**src/rtl/conv_window_gen.sv**
```systemverilog
// rtl/conv_window_gen.sv - 5x5 sliding-window generator over a raster pixel stream
// Four line buffers feed a one-deep output stage that holds each window until win_ready.
module conv_window_gen #(
  parameter int DATA_W = 9,
  parameter int IMG_W  = 28,
  parameter int IMG_H  = 28
) (
  input  logic                  clk,
  input  logic                  rstn,
  input  logic                  pix_valid,
  input  logic                  pix_sof,
  input  logic [DATA_W-1:0]     pix_data,
  output logic                  pix_ready,
  input  logic                  win_ready,
  output logic                  x_valid,
  output logic [5*DATA_W-1:0]   x_m_1,
  output logic [5*DATA_W-1:0]   x_m_2,
  output logic [5*DATA_W-1:0]   x_m_3,
  output logic [5*DATA_W-1:0]   x_m_4,
  output logic [5*DATA_W-1:0]   x_m_5,
  output logic                  frame_done
);

  localparam int CW    = $clog2(IMG_W);
  localparam int RW    = $clog2(IMG_H);
  localparam int ROW_W = 5 * DATA_W;

  logic [CW-1:0]     col_q, col_d, col_eff;
  logic [RW-1:0]     row_q, row_d, row_eff;
  logic              x_valid_q, x_valid_d;
  logic              frame_done_q, frame_done_d;
  logic [ROW_W-1:0]  m1_q, m2_q, m3_q, m4_q, m5_q;
  logic [ROW_W-1:0]  m1_d, m2_d, m3_d, m4_d, m5_d;
  logic              accept, col_last, row_last;

  logic [DATA_W-1:0] lb0_q [IMG_W];
  logic [DATA_W-1:0] lb1_q [IMG_W];
  logic [DATA_W-1:0] lb2_q [IMG_W];
  logic [DATA_W-1:0] lb3_q [IMG_W];

  assign pix_ready = rstn && (!x_valid_q || win_ready);
  assign accept    = pix_valid && pix_ready;

  // A start-of-frame pixel overrides whatever position the counters held.
  assign col_eff  = pix_sof ? '0 : col_q;
  assign row_eff  = pix_sof ? '0 : row_q;
  assign col_last = (col_eff == CW'(IMG_W - 1));
  assign row_last = (row_eff == RW'(IMG_H - 1));

  always_comb begin
    col_d        = col_q;
    row_d        = row_q;
    m1_d         = m1_q;
    m2_d         = m2_q;
    m3_d         = m3_q;
    m4_d         = m4_q;
    m5_d         = m5_q;
    x_valid_d    = x_valid_q;
    frame_done_d = 1'b0;
    if (accept) begin
      m1_d = {m1_q[ROW_W-DATA_W-1:0], lb3_q[col_eff]};
      m2_d = {m2_q[ROW_W-DATA_W-1:0], lb2_q[col_eff]};
      m3_d = {m3_q[ROW_W-DATA_W-1:0], lb1_q[col_eff]};
      m4_d = {m4_q[ROW_W-DATA_W-1:0], lb0_q[col_eff]};
      m5_d = {m5_q[ROW_W-DATA_W-1:0], pix_data};
      col_d = col_last ? '0 : col_eff + 1'b1;
      if (col_last) begin
        row_d = row_last ? '0 : row_eff + 1'b1;
      end else begin
        row_d = row_eff;
      end
      frame_done_d = col_last && row_last;
    end
    // The col/row gate keeps windows from straddling a line wrap.
    if (accept && (row_eff >= RW'(4)) && (col_eff >= CW'(4))) begin
      x_valid_d = 1'b1;
    end else if (win_ready) begin
      x_valid_d = 1'b0;
    end
  end

  always_ff @(posedge clk or negedge rstn) begin
    if (!rstn) begin
      col_q        <= '0;
      row_q        <= '0;
      x_valid_q    <= 1'b0;
      frame_done_q <= 1'b0;
      m1_q         <= '0;
      m2_q         <= '0;
      m3_q         <= '0;
      m4_q         <= '0;
      m5_q         <= '0;
    end else begin
      col_q        <= col_d;
      row_q        <= row_d;
      x_valid_q    <= x_valid_d;
      frame_done_q <= frame_done_d;
      m1_q         <= m1_d;
      m2_q         <= m2_d;
      m3_q         <= m3_d;
      m4_q         <= m4_d;
      m5_q         <= m5_d;
    end
  end

  // Line storage is never exposed before being rewritten, so it needs no reset.
  always_ff @(posedge clk) begin
    if (accept) begin
      lb3_q[col_eff] <= lb2_q[col_eff];
      lb2_q[col_eff] <= lb1_q[col_eff];
      lb1_q[col_eff] <= lb0_q[col_eff];
      lb0_q[col_eff] <= pix_data;
    end
  end

  assign x_valid    = x_valid_q;
  assign frame_done = frame_done_q;
  assign x_m_1      = m1_q;
  assign x_m_2      = m2_q;
  assign x_m_3      = m3_q;
  assign x_m_4      = m4_q;
  assign x_m_5      = m5_q;

endmodule
```
**config.mk**
```make
export PLATFORM = sky130hd
export DESIGN_NAME = conv_window_gen
export DESIGN_NICKNAME = d
export VERILOG_FILES = /design/src/rtl/conv_window_gen.sv
export SDC_FILE = /design/constraint.sdc
export NUM_CORES = 1
export LEC_CHECK = 0
export CAP_MARGIN = 20
export CELL_PAD_IN_SITES_DETAIL_PLACEMENT = 1
export CELL_PAD_IN_SITES_GLOBAL_PLACEMENT = 1
export CORE_ASPECT_RATIO = 0.6
export CORE_MARGIN = 2
export CORE_UTILIZATION = 39
export CTS_BUF_LIST = sky130_fd_sc_hd__clkbuf_4 sky130_fd_sc_hd__clkbuf_8 sky130_fd_sc_hd__clkbuf_16
export CTS_CLUSTER_DIAMETER = 40
export DETAILED_ROUTE_END_ITERATION = 10
export PLACE_DENSITY_LB_ADDON = 0.2
export SYNTH_ARGS = -nofsm -noshare
export SYNTH_HDL_FRONTEND = slang
export SYNTH_SLANG_ARGS = --single-unit
```
**constraint.sdc**
```tcl
create_clock -name clk -period 5.57 [get_ports clk]
set_input_delay 0.8355 -clock clk [delete_from_list [all_inputs] [get_ports clk]]
set_output_delay 0.8355 -clock clk [all_outputs]
set_load 0.02 [all_outputs]
```
==> metrics.csv <==
metric;value;unit
Syn. warnings;0;
combinational family with the most area after synthesis;multiplexers;
GRT Total Usage;23.9;%
post-DR vias/cell;5.69;
period utilization;74.1;%
final wirelength;153;mm
status;complete, no violations;
CTS Buffer Depth;3;
Max IR drop VDD;0.336;mV
DR iter-0 viols;3258;
row count;100;
final std cells w/o fill;5243;
post-synthesis register bit count;1245;
Core Region;124000;um^2
die area;128000;um^2
clk slew on worst S/H paths;0.06;ns
TritonCTS clock tree;yes;
Setup Skew;0.0240;ns
Post-synth EDFFs;1008;
Chip Width;461;um
grt total ovfl;0;
largest cells by area after synthesis;edfxtp_1 62%, dfrtp_1 12%, nand2_1 5.0%;
critical path class;primary input to output port;
final instance area;58500;um^2
H-tree depth;4;
Syn Inst Count;3163;
antenna-violating nets left;0;
Synth area leader;edfxtp_1;
Syn-to-layout area delta;19.8;%
relative slew slack;23.8;%
antenna diode count;0;
Final setup viols;0;
sum of negative setup slack;0;ns
nets;3476;
PD cells;432;nW/um^2
fmax;0.242;GHz
Post-Syn Area per Cell;15.4;um^2
worst hold path class;flop to flop;
Initial Utilization;39.4;%
R2R depth;5;
WHS Path Cells;2;
number of global-route vias before repair;30800;
Worst Path Arrival;3.29;ns
first-pass GRT wire length;222;mm
top-area cell type share of the netlist area;62.0;%
routability congestion estimate;0.801;
initial antenna violation count;2;
DR pass1 iterations;5;
Layout Utilization;47.2;%
Synth Flop Type;edfxtp_1;
Fin. Hold Viols;0;
most frequent cells in the layout;1008 x edfxtp_1, 646 x nand2_1, 239 x clkdlybuf4s50_1, 234 x dfrtp_1, 201 x mux2i_1;
Max Cap Viol;0;
Post-Syn Area;48900;um^2
IO buf count;241;
Leakage;20.9;nW
worst skew pair latency;0.76;ns
Setup crit start kind;primary input;
largest net degree at the start of global routing;149;
share of layout cells above drive strength 1;15.3;%
Post-Synth Adder-Cell Area;0.154;%
TritonCTS Buffers;136;
post-detailed-route wirelength per cell;29.1;um
CP endpoint kind;output port;
most common cell after layout, fill and taps aside;edfxtp_1;
height of the die;278;um
Synth Area in Simple Gates;8.15;%
power consumption;25.3;mW
DRC Markers;0;
max-slew violations;0;
slew at the pin closest to its max-slew limit;1.14;ns
Ports;242;
Num Clock Sinks;1245;
DP Area;54000;um^2
root buf cell;clkbuf_16;
CP max FO;148;
unrepaired setup endpoints after global routing;false;
fraction of synthesis flops using an asynchronous set or reset pin;19.0;%
Synth cell types;71;
Final min period;4.12;ns
cts repair resizes;0;
compound-cell area share of the yosys netlist;6.74;%
worst endpoint required time;4.73;ns
Post-Syn Nets;3183;
Detailed Place HPWL;89.1;mm
xor/xnor share of the synthesized area;0;%
via count;29800;
DP Cell Count;4995;
multiplexer share of the synthesized area;8.80;%
sequential area share after synthesis;74.1;%
==> stage by stage <==
| step | worst slack [ns] | hold slack (ns) |
|---|---|---|
| after floorplan | 0.518 | 0.489 |
| after global placement | 1.53 | 0.460 |
| after detailed placement | 1.45 | 0.464 |
| after CTS | 1.27 | 0.477 |
| after global routing | 1.16 | 0.500 |
| final | 1.45 | 0.472 |
==> synthesized netlist by cell type, drive strengths merged (13+ instances only) <==
master,n
o22ai,52
a2111oi,14
nand3,21
buf,93
a221oi,30
mux2i,201
o21ai,50
a211oi,17
nand2b,14
clkbuf,116
a31oi,50
a22oi,18
nor3b,13
a211o,16
a21oi,59
edfxtp,1008
mux2,27
or2,25
a22o,21
nor2,90
nand2,646
and2,19
mux4,88
o211ai,14
dfrtp,237
nor2b,51
nor3,14
o221ai,58
==> state kept, by name (all words and copies together) (netlist names), 45 cells and up <==
signal / count
lb0_q: 252
lb1_q: 252
lb2_q: 252
lb3_q: 252
x_m_1: 45
x_m_2: 45
x_m_3: 45
x_m_4: 45
x_m_5: 45
==> path summary, 6_finish.rpt <==
| kind | start | endpoint | slack [ns] |
|---|---|---|---|
| min | x_m_5[40] | x_m_5[40] | 0.47 |
| max in group asynchronous | rstn | x_m_5[3] | 3.64 |
| min in group asynchronous | rstn | x_m_1[44] | 0.64 |
| max | rstn | pix_ready | 1.45 |
| max reg2reg | col_q[0] | lb2_q[10][2] | 1.65 |
| min reg2reg | x_m_5[40] | x_m_5[40] | 0.47 |
==> power by group <==
| group | total, mW | internal [mW] | switching (mW) |
|---|---|---|---|
| sequential | 11.7 | 11.2 | 0.512 |
| combinational | 4.50 | 1.63 | 2.86 |
| clock | 9.15 | 5.35 | 3.80 |
| total | 25.3 | 18.1 | 7.17 |
==> layout make-up <==
| cell class | instances | area [um^2] |
|---|---|---|
| Sequential cell | 1245 | 36200 |
| Tap cell | 1683 | 2110 |
| Multi-Input combinational cell | 1700 | 11900 |
| Fill cell | 12000 | 65600 |
| Clock buffer | 167 | 3750 |
| Clock inverter | 75 | 721 |
| Inverter | 9 | 35.0 |
| Timing Repair Buffer | 364 | 3810 |
==> routing by layer <==
layer,track usage (%),part of all wire (%),vias up
met2,36.2,46,1093
met4,6.41,2.0,0
met5,0,0,-
li1,-,-,12600
met3,3.93,6.8,206
met1,35.6,46,15900
==> logic make-up (layout without fill, tap and decap cells) <==
group,count (synthesis),in the layout
AOI/OAI and AO/OA,452,452
adders and majority gates,6,6
buffers and inverters,218,615
DFF,1245,1245
muxes,316,316
and+or+nand+nor,926,926
==> timing repair <==
action                    in CTS  in global routing
hold buffers                   1                  0
setup buffers                  0                  0
hold endpoints to repair       4                  0
==> worst max-delay path, stage by stage <==
cell and delay [ns]:
dlygate4sd3_1 0.57, buf_8 0.41, buf_12 0.52, and2_1 0.24
clkdlybuf4s50_1 0.62
(Power assumes the default switching activity.)
